--- config.mk ---
export PLATFORM = sky130hd
export DESIGN_NAME = aska_hbridge_driver
export DESIGN_NICKNAME = d
export VERILOG_FILES = /design/src/rtl/aska_hbridge_driver.sv
export SDC_FILE = /design/constraint.sdc
export NUM_CORES = 1
export LEC_CHECK = 0
export ABC_AREA = 0
export CORE_UTILIZATION = 35
export CTS_BUF_LIST = sky130_fd_sc_hd__clkbuf_8
export DETAILED_ROUTE_END_ITERATION = 16
export GPL_ROUTABILITY_DRIVEN = 0
export HOLD_SLACK_MARGIN = 0.1
export SYNTH_ARGS = -nofsm -noshare
export SYNTH_HDL_FRONTEND = slang
export SYNTH_SLANG_ARGS = --single-unit
--- constraint.sdc ---
create_clock -name clk -period 3.6 [get_ports clk]
set_input_delay 0.72 -clock clk [delete_from_list [all_inputs] [get_ports clk]]
set_output_delay 0.72 -clock clk [all_outputs]
set_load 0.03 [all_outputs]
--- src/rtl/aska_hbridge_driver.sv ---
`default_nettype none
// ============================================================================
//  Module   : aska_hbridge_driver
//  Purpose  : Break-before-make H-bridge gate driver for an electrode array.
//             Accepts P/N switch patterns from a pulse generator, inserts a
//             programmable all-off dead interval whenever a new pattern is
//             accepted, refuses shoot-through patterns, clamps the DAC code to
//             a safety ceiling and latches faults until acknowledged.
//  Ports    : clk, reset            - clock, synchronous active-high reset
//             enable                - 0 returns the driver to IDLE
//             up_req / down_req     - requested P / N switch patterns (32 b)
//             dac_req               - requested DAC code (6 b)
//             dead_time             - break-before-make length in cycles (4 b)
//             max_amplitude         - DAC safety ceiling (6 b)
//             fault_in, fault_clear - external fault, fault acknowledge
//             up_drv / down_drv     - registered gate enables (32 b)
//             dac_out               - registered, clamped DAC code (6 b)
//             dac_clamped           - dac_req above ceiling (combinational)
//             fault                 - fault latched
//             phase_count           - saturating count of accepted phases
//  Revision : 1.0 - initial release
// ============================================================================
module aska_hbridge_driver #(
    parameter int DEAD_MIN = 1
) (
    input  logic        clk,
    input  logic        reset,
    input  logic        enable,
    input  logic [31:0] up_req,
    input  logic [31:0] down_req,
    input  logic [5:0]  dac_req,
    input  logic [3:0]  dead_time,
    input  logic [5:0]  max_amplitude,
    input  logic        fault_in,
    input  logic        fault_clear,
    output logic [31:0] up_drv,
    output logic [31:0] down_drv,
    output logic [5:0]  dac_out,
    output logic        dac_clamped,
    output logic        fault,
    output logic [15:0] phase_count
);

    localparam int c_DCNT_W = 16;

    typedef enum logic [1:0] {
        S_IDLE  = 2'd0,
        S_DEAD  = 2'd1,
        S_DRIVE = 2'd2,
        S_FAULT = 2'd3
    } state_t;

    state_t                r_state;
    state_t                w_state_n;
    logic [63:0]           r_pat;
    logic [63:0]           w_pat_n;
    logic [c_DCNT_W-1:0]   r_dcnt;
    logic [c_DCNT_W-1:0]   w_dcnt_n;
    logic                  w_phase_inc;

    logic [63:0]           w_req;
    logic                  w_req_nz;
    logic                  w_conflict;
    logic                  w_fault_cond;
    logic [c_DCNT_W-1:0]   w_dead_len;
    logic [5:0]            w_dac_clamp;

    assign w_req        = {up_req, down_req};
    assign w_req_nz     = |w_req;
    assign w_conflict   = |(up_req & down_req);
    assign w_fault_cond = fault_in | w_conflict;

    // Dead interval never shorter than the build-time floor.
    assign w_dead_len = ({12'd0, dead_time} > c_DCNT_W'(DEAD_MIN)) ?
                        {12'd0, dead_time} : c_DCNT_W'(DEAD_MIN);

    assign dac_clamped = (dac_req > max_amplitude);
    assign w_dac_clamp = dac_clamped ? max_amplitude : dac_req;

    // ------------------------------------------------------------------
    // Next-state logic
    // ------------------------------------------------------------------
    always_comb begin
        w_state_n   = r_state;
        w_pat_n     = r_pat;
        w_dcnt_n    = r_dcnt;
        w_phase_inc = 1'b0;

        if (w_fault_cond) begin
            // Faults and shoot-through requests override everything else.
            w_state_n = S_FAULT;
        end else begin
            unique case (r_state)
                S_IDLE: begin
                    if (enable && w_req_nz) begin
                        w_pat_n     = w_req;
                        w_dcnt_n    = w_dead_len;
                        w_phase_inc = 1'b1;
                        w_state_n   = S_DEAD;
                    end
                end
                S_DEAD: begin
                    if (!enable) begin
                        w_state_n = S_IDLE;
                    end else if (r_dcnt <= c_DCNT_W'(1)) begin
                        w_state_n = S_DRIVE;
                    end else begin
                        w_dcnt_n = r_dcnt - c_DCNT_W'(1);
                    end
                end
                S_DRIVE: begin
                    if (!enable || !w_req_nz) begin
                        w_state_n = S_IDLE;
                    end else if (w_req != r_pat) begin
                        w_pat_n     = w_req;
                        w_dcnt_n    = w_dead_len;
                        w_phase_inc = 1'b1;
                        w_state_n   = S_DEAD;
                    end
                end
                S_FAULT: begin
                    // Only an explicit acknowledge leaves FAULT; enable=0 does not.
                    if (fault_clear) begin
                        w_state_n = S_IDLE;
                    end
                end
                default: w_state_n = S_IDLE;
            endcase
        end
    end

    // ------------------------------------------------------------------
    // State and registered outputs. Outputs are computed from the next
    // state so that they line up with the state register cycle for cycle.
    // ------------------------------------------------------------------
    always_ff @(posedge clk) begin
        if (reset) begin
            r_state     <= S_IDLE;
            r_pat       <= '0;
            r_dcnt      <= '0;
            phase_count <= '0;
            up_drv      <= '0;
            down_drv    <= '0;
            dac_out     <= '0;
            fault       <= 1'b0;
        end else begin
            r_state <= w_state_n;
            r_pat   <= w_pat_n;
            r_dcnt  <= w_dcnt_n;
            if (w_phase_inc && (phase_count != 16'hFFFF)) begin
                phase_count <= phase_count + 16'd1;
            end
            if (w_state_n == S_DRIVE) begin
                up_drv   <= w_pat_n[63:32];
                down_drv <= w_pat_n[31:0];
                dac_out  <= w_dac_clamp;
            end else begin
                up_drv   <= '0;
                down_drv <= '0;
                dac_out  <= '0;
            end
            fault <= (w_state_n == S_FAULT);
        end
    end

endmodule
`default_nettype wire

### Yosys cells after proc, flatten, opt, wreduce, memory -nomap -nowiden

Cells that the tools add are included.
Widths: inputs -> output; s select.

* bits in registers: 169
* input bits: 85
* output and inout port bits: 88
* logic and storage cells: 66

* $add $sub $neg: 2
* magnitude comparators: 3
* equality and inequality tests: 12
* mux-type cells: 26
* bitwise logic cells: 4
* reductions and logical operators: 11

Operators with widths (count)
* $mux 64: 4
* $pmux 64 s2: 1
* $mux 16: 5
* $ne 64x64->1: 1
* $reduce_or 64->1: 1
* $pmux 16 s3: 1
* $and 32x32->32: 1
* $reduce_or 32->1: 1
* $add 16x1->16 const B: 1
* $le 16x1->1 const B: 1
* $ne 16x16->1 const B: 1
* $sub 16x1->16 const B: 1
* $mux 2: 7
* $ne 2x2->1 const B: 5
* $eq 2x2->1 const B: 4
* $pmux 2 s4: 1
* $reduce_and 7->1: 1
* $gt 6x6->1: 1
* $mux 6: 1
* $gt 4x1->1 const B: 1
* $mux 1: 4
* $mux 4: 1
* $reduce_bool 3->1: 1
* $eq 2x1->1 const B: 1
* 8 further kinds: 11

### Logic depth before layout (Yosys ltp)

Gate-level depths: netlist of the first run.

* depth in word-level cells: 9
* mapped depth: 11
* mapped depth without buffers: 9

### Least setup slack after synthesis of the first run

Ideal clock, no wire load.

* path kind: in2out
* from: input max_amplitude[1]
* to: output dac_clamped
* arrival: 2.118 ns
* required time: 2.880 ns
* setup slack: 0.762 ns
* stages on the path: 9
* path buffers: 0
* cell sequence: inv_1 > ha_1 > nor2b_1 > o21a_1 > o21a_1 > o21a_1 > o21a_1 > nor2_1 > nor2_1

* word-level cells in the longest chain between the ends: 1

Ends and longest elaborated chain
* start, declared: RTL line 33 `input logic [5:0] max_amplitude,`
* $gt 6x6->1: RTL line 77 `assign dac_clamped = (dac_req > max_amplitude);`
* end, declared: RTL line 39 `output logic dac_clamped,`

No other way between the ends.

### Worst setup path after layout of the first run

Ends and elaborated chain as after synthesis.

==> summary.txt, run 1 <==
Critical path
  – FF-to-FF Start: phase_count[7]
  – R2R Path End: phase_count[13]
  – Critical Path RT: 2880 ps
  – CP max stage cell: clkdlybuf4s50_1
  – Worst R2R Setup Slack: 930 ps
  – Arrival @ worst endpoint: 2670 ps
  – Most numerous cell on the critical path: o21a_1
  – CP startpoint kind: input port
  – Crit-path max FO: 2
  – Cell chain of the critical path: clkdlybuf4s50_1, inv_1, ha_1, nor2b_1, o21a_1, o21a_1, o21a_1, o21a_1, nor2_1, nor2_1, clkbuf_2
  – Max incr delay on CP: 480 ps
  – FF-to-FF path depth: 8
  – CP endpoint kind: output port
  – Worst setup path class: input port to output port

Clocking
  – Num CTS Buffers: 17
  – Hold Buf Count CTS: 0
  – Worst-Skew Late Latency: ~460 ps
  – CTS clk-pin slew, worst paths: 90 ps
  – Clock root cell: clkbuf_8
  – H-tree depth: 4
  – Clock sinks: 169
  – TritonCTS clock tree: built
  – Post-CTS setup buffer count: 0
  – Max Root-Sink Buffers: 2

Run status
  – Status: finished clean

Die
  – Die X-Extent: 146 um
  – DIE AREA: 21400 um^2
  – Die height: 146 um
  – Initial Utilization: 35.9%
  – Core Box Area: between 20000 and 25000 um^2
  – Core Rows: 52
  – Num ports: approximately 170

Drt
  – Pre-Repair DR Iteration Count: 4
  – WL final: 21.4 mm
  – Routed Antenna Nets: 0
  – Vias: ~6.3k
  – DRC errors left: 0
  – Wire per inst: 17.1 um
  – Post-detailed-route via-to-cell ratio: approximately 5
  – First DRT Iteration DRCs: 306

Synth
  – Multiplexer share of the synthesized area: 10.6%
  – Adder-Cell Fraction of Synth Area: 1.55%
  – Post-synth EDFFs: 0
  – Post-synthesis cell area: 7280 um^2
  – Post-synthesis compound-gate area fraction: 9.13%
  – Synth unique cells: 49
  – Syn Area/Cell: 9.53 um^2
  – Post-synthesis sequential area ratio: about 46%
  – Gate Count Post-Synth: about 760
  – Synth warn: 0
  – Synth Flop Type: dfxtp_1
  – Async SR Flop Fraction: 0%
  – Yosys reg bits: 169
  – Largest family of logic cells by synthesized area: simple AND/OR/NAND/NOR gates
  – Syn_nets: 858
  – Post-Synth XOR/XNOR Area: 7.70%
  – Synth Area in Simple Gates: between 20 and 25%

STA
  – Fin Setup TNS: 0 ps
  – Tmin final: 3390 ps
  – Fmax: 295 MHz
  – Final Skew: 14.9 ps
  – Hold slack final: 482 ps
  – Crit share post-route: 94.1%
  – Final hold vios: 0
  – RSZ-0062 raised after global routing: no
  – Final-report setup violation count: 0
  – Slew margin rel.: 38.2%
  – Final Max Tran Viols: 0
  – Worst-margin pin slew: just over 900 ps

Finish
  – # fillers: between 1.5k and 2k
  – N_diodes: 0
  – NumNets Final: 1064
  – Layout cells sized above 1: between 10% and 20%
  – Layout Utilization: 49.3%
  – Area growth from synthesis to final layout: 37.5%

Pwr
  – Tot Pwr: 3620 uW
  – VDD IR-drop max: 198 uV
  – Power Dens Cells: around 360 nW/um^2
  – Leakage Power: 0.00397 uW

Run
  – Max-cap violation count: 0

Placed design
  – Port Buffer Count: around 170
  – Detailed placer's ending HPWL: ~16 mm

Worst hold path
  – HP Start: r_dcnt[15]
  – Hold path cells: 2
  – Worst Hold End: r_dcnt[15]
  – Worst min-delay path class: flop to flop

Global route
  – Largest net degree at the start of global routing: 74
  – Congestion Overflow GR: 0
  – GRT Util Overall: 20.2%
  – First-pass GRT wire length: between 30 and 40 mm
  – Initial antenna violation count: 0
  – Vias in the first global route: 6003
==> cells in the final DEF, fill, tap and decap left out, types with 2 or more instances in the layout <==
| cell type | netlist | final |
|---|---|---|
| bufinv_16 | 0 | 2 |
| nor4b_1 | 2 | 2 |
| xor2_1 | 3 | 3 |
| xnor2_1 | 61 | 61 |
| a211oi_1 | 2 | 2 |
| nor3_1 | 7 | 7 |
| nand2b_1 | 9 | 9 |
| clkbuf_8 | 2 | 17 |
| o211ai_1 | 2 | 2 |
| clkdlybuf4s50_1 | 0 | 170 |
| and3_1 | 3 | 3 |
| o21a_1 | 6 | 6 |
| o31ai_1 | 9 | 9 |
| nand3_1 | 9 | 9 |
| nor2b_1 | 11 | 11 |
| nand4_1 | 25 | 25 |
| dfxtp_1 | 169 | 169 |
| a22o_1 | 5 | 5 |
| inv_6 | 0 | 8 |
| o21ai_0 | 10 | 10 |
| ha_1 | 9 | 9 |
| nand3b_1 | 5 | 5 |
| nor4_1 | 30 | 30 |
| or2_2 | 3 | 3 |
| a31oi_4 | 5 | 5 |
| a21oi_1 | 24 | 24 |
| mux2_2 | 11 | 11 |
| or4_1 | 9 | 9 |
| inv_1 | 14 | 14 |
| a22oi_1 | 6 | 6 |
| or3_1 | 15 | 14 |
| mux2i_1 | 65 | 65 |
| a221oi_1 | 5 | 5 |
| o221ai_1 | 6 | 6 |
| buf_4 | 2 | 42 |
| buf_12 | 1 | 9 |
| inv_8 | 0 | 3 |
| nand2_1 | 16 | 16 |
| nor2_1 | 161 | 161 |
==> worst max-delay path by stage <==
stage | end | cells after the start | startpoint | slack (ps)
global placement | dac_clamped | 11 | max_amplitude[1] | -150
global route | dac_clamped | 11 | max_amplitude[1] | 100
finish | dac_clamped | 11 | max_amplitude[1] | 210
floorplan | dac_clamped | 9 | max_amplitude[1] | 760
CTS | dac_clamped | 11 | max_amplitude[1] | 40
detailed placement | dac_clamped | 11 | max_amplitude[1] | -190
==> synthesized netlist by cell type (2+ instances only) <==
cell / count / share of area (%)
dfxtp_1: 169 / 46
nor2_1: 161 / 8.3
mux2i_1: 65 / 8.9
xnor2_1: 61 / 7.3
nor4_1: 30 / 2.6
nand4_1: 25 / 2.1
a21oi_1: 24 / 1.7
clkbuf_1: 18 / 0.93
nand2_1: 16 / 0.83
or3_1: 15 / 1.3
inv_1: 14 / 0.72
mux2_2: 11 / 1.7
nor2b_1: 11 / 0.95
o21ai_0: 10 / 0.69
ha_1: 9 / 1.5
nand2b_1: 9 / 0.77
nand3_1: 9 / 0.62
o31ai_1: 9 / 0.93
or4_1: 9 / 0.93
buf_2: 8 / 0.55
nor3_1: 7 / 0.48
a22oi_1: 6 / 0.62
o21a_1: 6 / 0.62
o221ai_1: 6 / 0.72
a221oi_1: 5 / 0.60
a22o_1: 5 / 0.60
a31oi_4: 5 / 1.5
buf_6: 5 / 0.77
nand3b_1: 5 / 0.52
and3_1: 3 / 0.26
or2_2: 3 / 0.26
xor2_1: 3 / 0.36
a211oi_1: 2 / 0.21
buf_4: 2 / 0.21
clkbuf_8: 2 / 0.38
nor4b_1: 2 / 0.24
o211ai_1: 2 / 0.21
==> registers in the layout, summed over array words and instances (netlist names) <==
signal / cells
r_pat: 64
fault: 1
up_drv: 32
r_state: 2
r_dcnt: 16
down_drv: 32
dac_out: 6
phase_count: 16
==> through the flow <==
step           instances  area, um^2  setup WS (ps)
2_1_floorplan        764        7280            762
3_3_place_gp        1221        9600           -150
3_5_place_dp        1221        9600           -192
4_1_cts             1253       10000           38.8
5_1_grt             1253       10000            101
6_report            1253       10000            213
==> cells by family (layout without fill, tap and decap cells) <==
| kind of cell | Yosys count | in the layout |
|---|---|---|
| AO/OA/AOI/OAI | 87 | 87 |
| XOR/XNOR | 64 | 64 |
| adder cells (fa/ha/maj) | 9 | 9 |
| buffers and inverters | 50 | 269 |
| flip-flops | 169 | 169 |
| multiplexers | 76 | 76 |
| AND/OR/NAND/NOR | 309 | 309 |
==> worst max-delay path, delay by kind of cell <==
kind / cells / cell delay (ps)
compound gates: 4 / 680
fa+ha+maj: 1 / 280
buf+inv: 3 / 710
simple gates: 3 / 290
==> per-layer routing <==
metal  vias up  GRT usage, %  share of wire (%)
met4         0          7.60                2.0
li1       3107             -                  -
met1      2952          27.6                 48
met3        33          4.72                5.9
met5         -             0                  0
met2       202          31.0                 44
==> timing repair <==
item	4_1_cts	5_1_grt
resized for setup	1	2
endpoints found under the hold margin	0	0
cloned	0	0
endpoints found under the setup margin	1	1
==> power breakdown <==
part	internal, uW	switching (uW)	leakage (uW)	total (uW)
combinational	166	165	0.00240	331
sequential	1870	1.55	0.00136	1870
clock	647	775	0.000209	1420
==> final cells by class <==
cell class / instances / area, um^2 / share of cell area [%]
clock buffer: 17 / 234 / 2.34
clock inverter: 15 / 176 / 1.76
inverter: 14 / 52.6 / 0.525
multi-input combinational: 545 / 3620 / 36.1
sequential: 169 / 3380 / 33.8
tap: 270 / 338 / 3.38
timing repair buffer: 223 / 2210 / 22.1
Note: power is estimated with default switching activity, not from simulation.
==> run 2: changes to the inputs <==
Clock period 3.6 ns to 4.3 ns, I/O delays scaled along.
==> summary.txt, run 2 (synthesis results as in run 1) <==
Global route
  – GRT Util Overall: 20.3% (+0.063 points)
  – Congestion Overflow GR: 0 (unchanged)
  – Initial antenna violation count: 2 (+2)
  – Vias in the first global route: 6067 (+1.1%)
  – Largest net degree at the start of global routing: 101 (+36%)
  – First-pass GRT wire length: 33.4 mm (+1.2%)

Clocking
  – Worst-Skew Late Latency: 470 ps (about the same)
  – Clock sinks: 169 (unchanged)
  – H-tree depth: 4 (unchanged)
  – Max Root-Sink Buffers: 2 (unchanged)
  – Post_cts resized: 0 (-1)
  – Num CTS Buffers: 17 (unchanged)
  – CTS clk-pin slew, worst paths: 100 ps (about the same)
  – TritonCTS clock tree: built
  – Hold Buf Count CTS: 0 (unchanged)
  – Clock root cell: clkbuf_8
  – Post-CTS setup buffer count: 0 (unchanged)

Pwr
  – Power Dens Cells: 308 nW/um^2 (-15%)
  – Leakage Power: 0.00377 uW (-5.2%)
  – VDD IR-drop max: 183 uV (-7.9%)
  – Tot Pwr: 2980 uW (-18%)

STA
  – Final Skew: 20.2 ps (+5.28 ps)
  – Fmax: 247 MHz
  – RSZ-0062 raised after global routing: no
  – Worst-margin pin slew: 1090 ps (+173 ps)
  – Tmin final: 4050 ps
  – Fin Setup TNS: 0 ps (unchanged)
  – Hold slack final: 488 ps (+5.85 ps)
  – Crit share post-route: 94.1%
  – Setup WS post-layout: 254 ps (+41.0 ps)
  – Final Max Tran Viols: 0 (unchanged)
  – Final-report setup violation count: 0 (unchanged)
  – Final hold vios: 0 (unchanged)
  – Slew margin rel.: 27.2% (-11 points)

Finish
  – Fin area: 9680 um^2 (-3.3%)
  – Top flop regs: r_pat (64), down_drv (32), up_drv (32)
  – Most flop-heavy register: r_pat
  – Leading cell type in the layout, fill and taps excluded: clkdlybuf4s50_1
  – Most frequent cells in the layout: 171 x clkdlybuf4s50_1, 169 x dfxtp_1, 161 x nor2_1
  – Area growth from synthesis to final layout: 33.0%
  – # fillers: 2006 (+2.2%)
  – NumNets Final: 1029 (-3.3%)
  – Max reg flops: 64 (unchanged)
  – Layout cells sized above 1: 7.59% (-3.4 points)

Critical path
  – Worst path bufs/invs: 3 (unchanged)
  – FF-to-FF Start: r_dcnt[2]
  – Max incr delay on CP: 590 ps (+110 ps)
  – Worst setup path class: input port to output port
  – Top cell family by delay on the critical path: buffers and inverters
  – CP startpoint kind: input port
  – Arrival @ worst endpoint: 3190 ps (+520 ps)
  – FF-to-FF path depth: 8 (unchanged)
  – Most numerous cell on the critical path: o21a_1
  – Cell chain of the critical path: clkdlybuf4s50_1, inv_1, ha_1, nor2b_1, o21a_1, o21a_1, o21a_1, o21a_1, nor2_1, nor2_1, clkdlybuf4s50_1
  – R2R Path End: up_drv[15]
  – Crit path from: max_amplitude[1]
  – Critical Path RT: 3440 ps (+560 ps)
  – CP endpoint kind: output port
  – CP max stage cell: clkdlybuf4s50_1
  – Worst R2R Setup Slack: 1470 ps (+540 ps)
  – Crit-path max FO: 2 (unchanged)

Drt
  – Vias: 6177 (-1.9%)
  – Wire per inst: 17.4 um (+2.0%)
  – Routed Antenna Nets: 0 (unchanged)
  – DRC errors left: 0 (unchanged)
  – Post-detailed-route via-to-cell ratio: 5.06 (+0.80%)
  – Pre-Repair DR Iteration Count: 5 (+1)
  – WL final: 21.3 mm (-0.73%)
  – First DRT Iteration DRCs: 349 (+14%)

Worst hold path
  – Worst Hold End: r_dcnt[15]
  – Hold path cells: 2 (unchanged)
  – HP Start: r_dcnt[15]
  – Worst min-delay path class: flop to flop

Run status
  – Status: finished clean

Die
  – Initial Utilization: 35.9% (unchanged)
  – Die height: 146 um (unchanged)
  – Core Rows: 52 (unchanged)
  – Die X-Extent: 146 um (unchanged)
  – Core Box Area: 20300 um^2 (unchanged)
  – Num ports: 173 (unchanged)
  – DIE AREA: 21400 um^2 (unchanged)

Run
  – Max-cap violation count: 0 (unchanged)

Placed design
  – Detailed placer's ending HPWL: 16.0 mm (-2.3%)
  – Dpl ws: 258 ps (+450 ps)
  – Post-DP Area: 9270 um^2 (-3.5%)
  – Port Buffer Count: 172 (unchanged)
[run 2: cell types whose count changed in the layout (fill, tap and decap cells not counted)]
cell / delta
buf_12: -6
buf_4: -29
bufinv_16: -1
clkbuf_2: -1
clkdlybuf4s50_1: +1
clkinv_4: +1
clkinv_8: +2
diode_2: +2
inv_6: -3
inv_8: +1
[run 2: metrics by stage]
step                      util, %  std cells
after floorplan                 -        764
after global placement       45.6       1186
after detailed placement     45.6       1186
after CTS                    47.6       1218
after global routing         47.7       1220
final                        47.7       1220
[run 2: where the power goes]
part           switching (uW)  internal [uW]
Sequential               1.24           1570
Combinational             135            124
Clock                     665            491
[run 2: layer usage]
layer / global-route usage, % / vias up / share of wire [%]
met3: 5.50 / 35 / 6.2
met1: 26.9 / 2941 / 46
li1: - / 3035 / -
met2: 31.0 / 166 / 45
met4: 8.54 / 0 / 2.5
met5: 0 / - / 0
[run 2: final cells by class]
cell class / count / area [um^2] / share of cell area, %
multi-input combinational: 545 / 3620 / 37.4
sequential: 169 / 3380 / 35.0
timing repair buffer: 188 / 1870 / 19.4
tap: 270 / 338 / 3.49
clock buffer: 17 / 234 / 2.42
clock inverter: 15 / 173 / 1.78
inverter: 14 / 52.6 / 0.543
antenna: 2 / 5.00 / 0.0517
[run 2: how the worst max path moves through the flow]
stage                        endpoint  slack [ps]  cells after the start
after floorplan           dac_clamped        1180                      9
after global placement    dac_clamped         280                     11
after detailed placement  dac_clamped         260                     11
after CTS                 dac_clamped         250                     11
after global routing      dac_clamped         150                     11
final                     dac_clamped         250                     11
[run 2: worst register-to-register path: stages (launching register included)]
cell and delay [ps]:
dfxtp_1 370, nor4_1 570, nand3_1 350, o21a_1 270, o21ai_1 150, nand2_1 80
or3_2 510, buf_4 280, nor2_1 190
==> run 3: changes to the inputs <==
Settings changed: CORE_MARGIN set to 3, RECOVER_POWER set to 50.
==> summary.txt, run 3 (synthesis results as in run 1) <==
Clocking
  – Clock root cell: clkbuf_8
  – Post-CTS setup buffer count: 0 (unchanged)
  – Hold Buf Count CTS: 0 (unchanged)
  – Num CTS Buffers: 17 (unchanged)
  – Worst-Skew Late Latency: 460 ps (about the same)
  – Max Root-Sink Buffers: 2 (unchanged)
  – TritonCTS clock tree: built
  – Post_cts resized: 0 (unchanged)
  – CTS clk-pin slew, worst paths: 90 ps (about the same)
  – Clock sinks: 169 (unchanged)
  – H-tree depth: 4 (unchanged)

Critical path
  – Worst R2R Setup Slack: 1000 ps (-470 ps)
  – Cell chain of the critical path: clkdlybuf4s50_1, inv_1, ha_1, nor2b_1, o21a_1, o21a_1, o21a_1, o21a_1, nor2_1, nor2_1, clkdlybuf4s50_1
  – FF-to-FF path depth: 8 (unchanged)
  – Worst path bufs/invs: 3 (unchanged)
  – Worst setup path class: input port to output port
  – Arrival @ worst endpoint: 3170 ps (-20 ps)
  – Most numerous cell on the critical path: o21a_1
  – CP max stage cell: clkdlybuf4s50_1
  – Critical Path RT: 3440 ps (about the same)
  – Crit-path max FO: 2 (unchanged)
  – R2R Path End: r_dcnt[2]
  – Top cell family by delay on the critical path: buffers and inverters
  – CP startpoint kind: input port
  – FF-to-FF Start: r_dcnt[2]
  – CP endpoint kind: output port
  – Max incr delay on CP: 590 ps (about the same)

Pwr
  – Power Dens Cells: 305 nW/um^2 (-0.99%)
  – Seq pwr share: 53.3% (+0.8 points)
  – Comb pwr share: 8.9% (+0.2 points)
  – P_sw: 763 uW (-4.7%)
  – Leakage Power: 0.00404 uW (+7.3%)
  – P_int: 2170 uW (-0.35%)
  – Switching Fraction: 26.0% (-0.87 points)
  – VDD IR-drop max: 186 uV (+1.8%)
  – Power share of the clock group: 37.8% (-1.0 points)

Worst hold path
  – Worst Hold End: r_dcnt[10]
  – Hold path cells: 2 (unchanged)
  – HP Start: r_dcnt[10]
  – Worst min-delay path class: flop to flop

Drt
  – First DRT Iteration DRCs: 383 (+9.7%)
  – Pre-Repair DR Iteration Count: 7 (+2)
  – WL final: 21.5 mm (+1.3%)
  – Post-detailed-route via-to-cell ratio: 5.06 (-0.16%)
  – Vias: 6152 (-0.40%)
  – Wl on met1: 9.96 mm (+2.0%)
  – Highest metal used: met4
  – Wire per inst: 17.7 um (+1.5%)
  – WL met3: 1.43 mm (+8.2%)
  – Met2 wire len: 9.78 mm (+1.4%)
  – Routed Antenna Nets: 0 (unchanged)
  – DRC errors left: 0 (unchanged)

Die
  – Core Box Area: 20400 um^2 (+0.32%)
  – Num ports: 173 (unchanged)
  – Core Rows: 52 (unchanged)
  – Die X-Extent: 150 um (+2.7%)
  – DIE AREA: 22600 um^2 (+5.5%)
  – Die height: 150 um (+2.7%)
  – Initial Utilization: 35.7% (-0.11 points)

STA
  – RSZ-0062 raised after global routing: no
  – Slew margin rel.: 24.8% (-2.3 points)
  – Setup WS post-layout: 269 ps (+15.2 ps)
  – Final Skew: 11.8 ps (-8.40 ps)
  – Fin Setup TNS: 0 ps (unchanged)
  – Worst-margin pin slew: 1130 ps (+35.1 ps)
  – Fmax: 248 MHz (+0.38%)
  – Tmin final: 4030 ps (-15.2 ps)
  – Final-report setup violation count: 0 (unchanged)
  – Final Max Tran Viols: 0 (unchanged)
  – Final hold vios: 0 (unchanged)
  – Crit share post-route: 93.7% (-0.35 points)

Global route
  – Vias in the first global route: 5875 (-3.2%)
  – GRT Util Overall: 19.0% (-1.3 points)
  – Congestion Overflow GR: 0 (unchanged)
  – Largest net degree at the start of global routing: 69 (-32%)
  – First-pass GRT wire length: 32.9 mm (-1.7%)
  – Initial antenna violation count: 0 (-2)

Finish
  – Top flop regs: r_pat (64), down_drv (32), up_drv (32)
  – Post-route non-filler standard cell count: 1217 (-0.25%)
  – NumNets Final: 1028 (-0.097%)
  – Most frequent cells in the layout: 169 x dfxtp_1, 161 x nor2_1, 89 x dlygate4sd3_1
  – Leading cell type in the layout, fill and taps excluded: dfxtp_1
  – Max reg flops: 64 (unchanged)
  – N_diodes: 0 (-2)
  – Most flop-heavy register: r_pat
  – Area growth from synthesis to final layout: 32.2%
  – Layout Utilization: 47.3% (-0.41 points)
  – Layout cells sized above 1: 7.07% (-0.52 points)

Placed design
  – Inst Count DP: 1185 (-0.084%)
  – Port Buffer Count: 172 (unchanged)
  – Detailed placer's ending HPWL: 16.3 mm (+2.0%)
  – Dpl ws: 281 ps (+22.8 ps)

Run
  – Max-cap violation count: 0 (unchanged)

Run status
  – Status: finished clean
## run 3: cell types whose count changed in the layout (fill, tap and decap cells not counted), moves of 3 or more
cell | previous run | this run
dlygate4sd3_1 | 0 | 89
clkdlybuf4s50_1 | 171 | 82
buf_4 | 13 | 9
inv_8 | 4 | 0
clkinvlp_4 | 1 | 4
clkbuf_1 | 0 | 3
## run 3: final cells by class
| cell class | count | area [um^2] |
|---|---|---|
| Sequential cell | 169 | 3380 |
| Tap cell | 270 | 338 |
| Multi-Input combinational cell | 545 | 3610 |
| Timing Repair Buffer | 187 | 1860 |
| Clock inverter | 14 | 135 |
| Inverter | 14 | 52.6 |
| Clock buffer | 18 | 248 |
| Fill cell | 1953 | 10700 |
## run 3: worst max path at each step
stage | startpoint | endpoint | slack, ps | depth (start not counted)
3_3_place_gp | max_amplitude[1] | dac_clamped | 270 | 11
2_1_floorplan | max_amplitude[1] | dac_clamped | 1180 | 9
5_1_grt | max_amplitude[1] | dac_clamped | 160 | 11
6_report | max_amplitude[1] | dac_clamped | 270 | 11
3_5_place_dp | max_amplitude[1] | dac_clamped | 280 | 11
4_1_cts | max_amplitude[1] | dac_clamped | 270 | 11
## run 3: power by group through the flow
stage	clock, uW	combinational (uW)	sequential (uW)
after global placement	0	259	1600
after floorplan	0	98.4	1600
after global routing	1210	274	1570
after detailed placement	0	257	1600
after CTS	1140	258	1570
final	1110	260	1570
## run 3: worst min-delay path, cell delays in order, from the launching register on
cell	delay (ps)
dfxtp_1	330
o21ai_0	70
a21oi_1	60
## run 3: per-stage QoR
stage | power [uW] | area, um^2 | hold WS, ps
6_report | 2940 | 9620 | 494
5_1_grt | 3050 | 9620 | 513
4_1_cts | 2970 | 9640 | 495
3_5_place_dp | 1860 | 9260 | 478
3_3_place_gp | 1860 | 9260 | 466
2_1_floorplan | 1700 | 7280 | 447
## run 3: routing by layer
layer,up-vias,track usage [%]
met4,0,4.62
met3,26,5.93
met2,172,29.2
met5,-,0
li1,3037,-
met1,2917,26.0
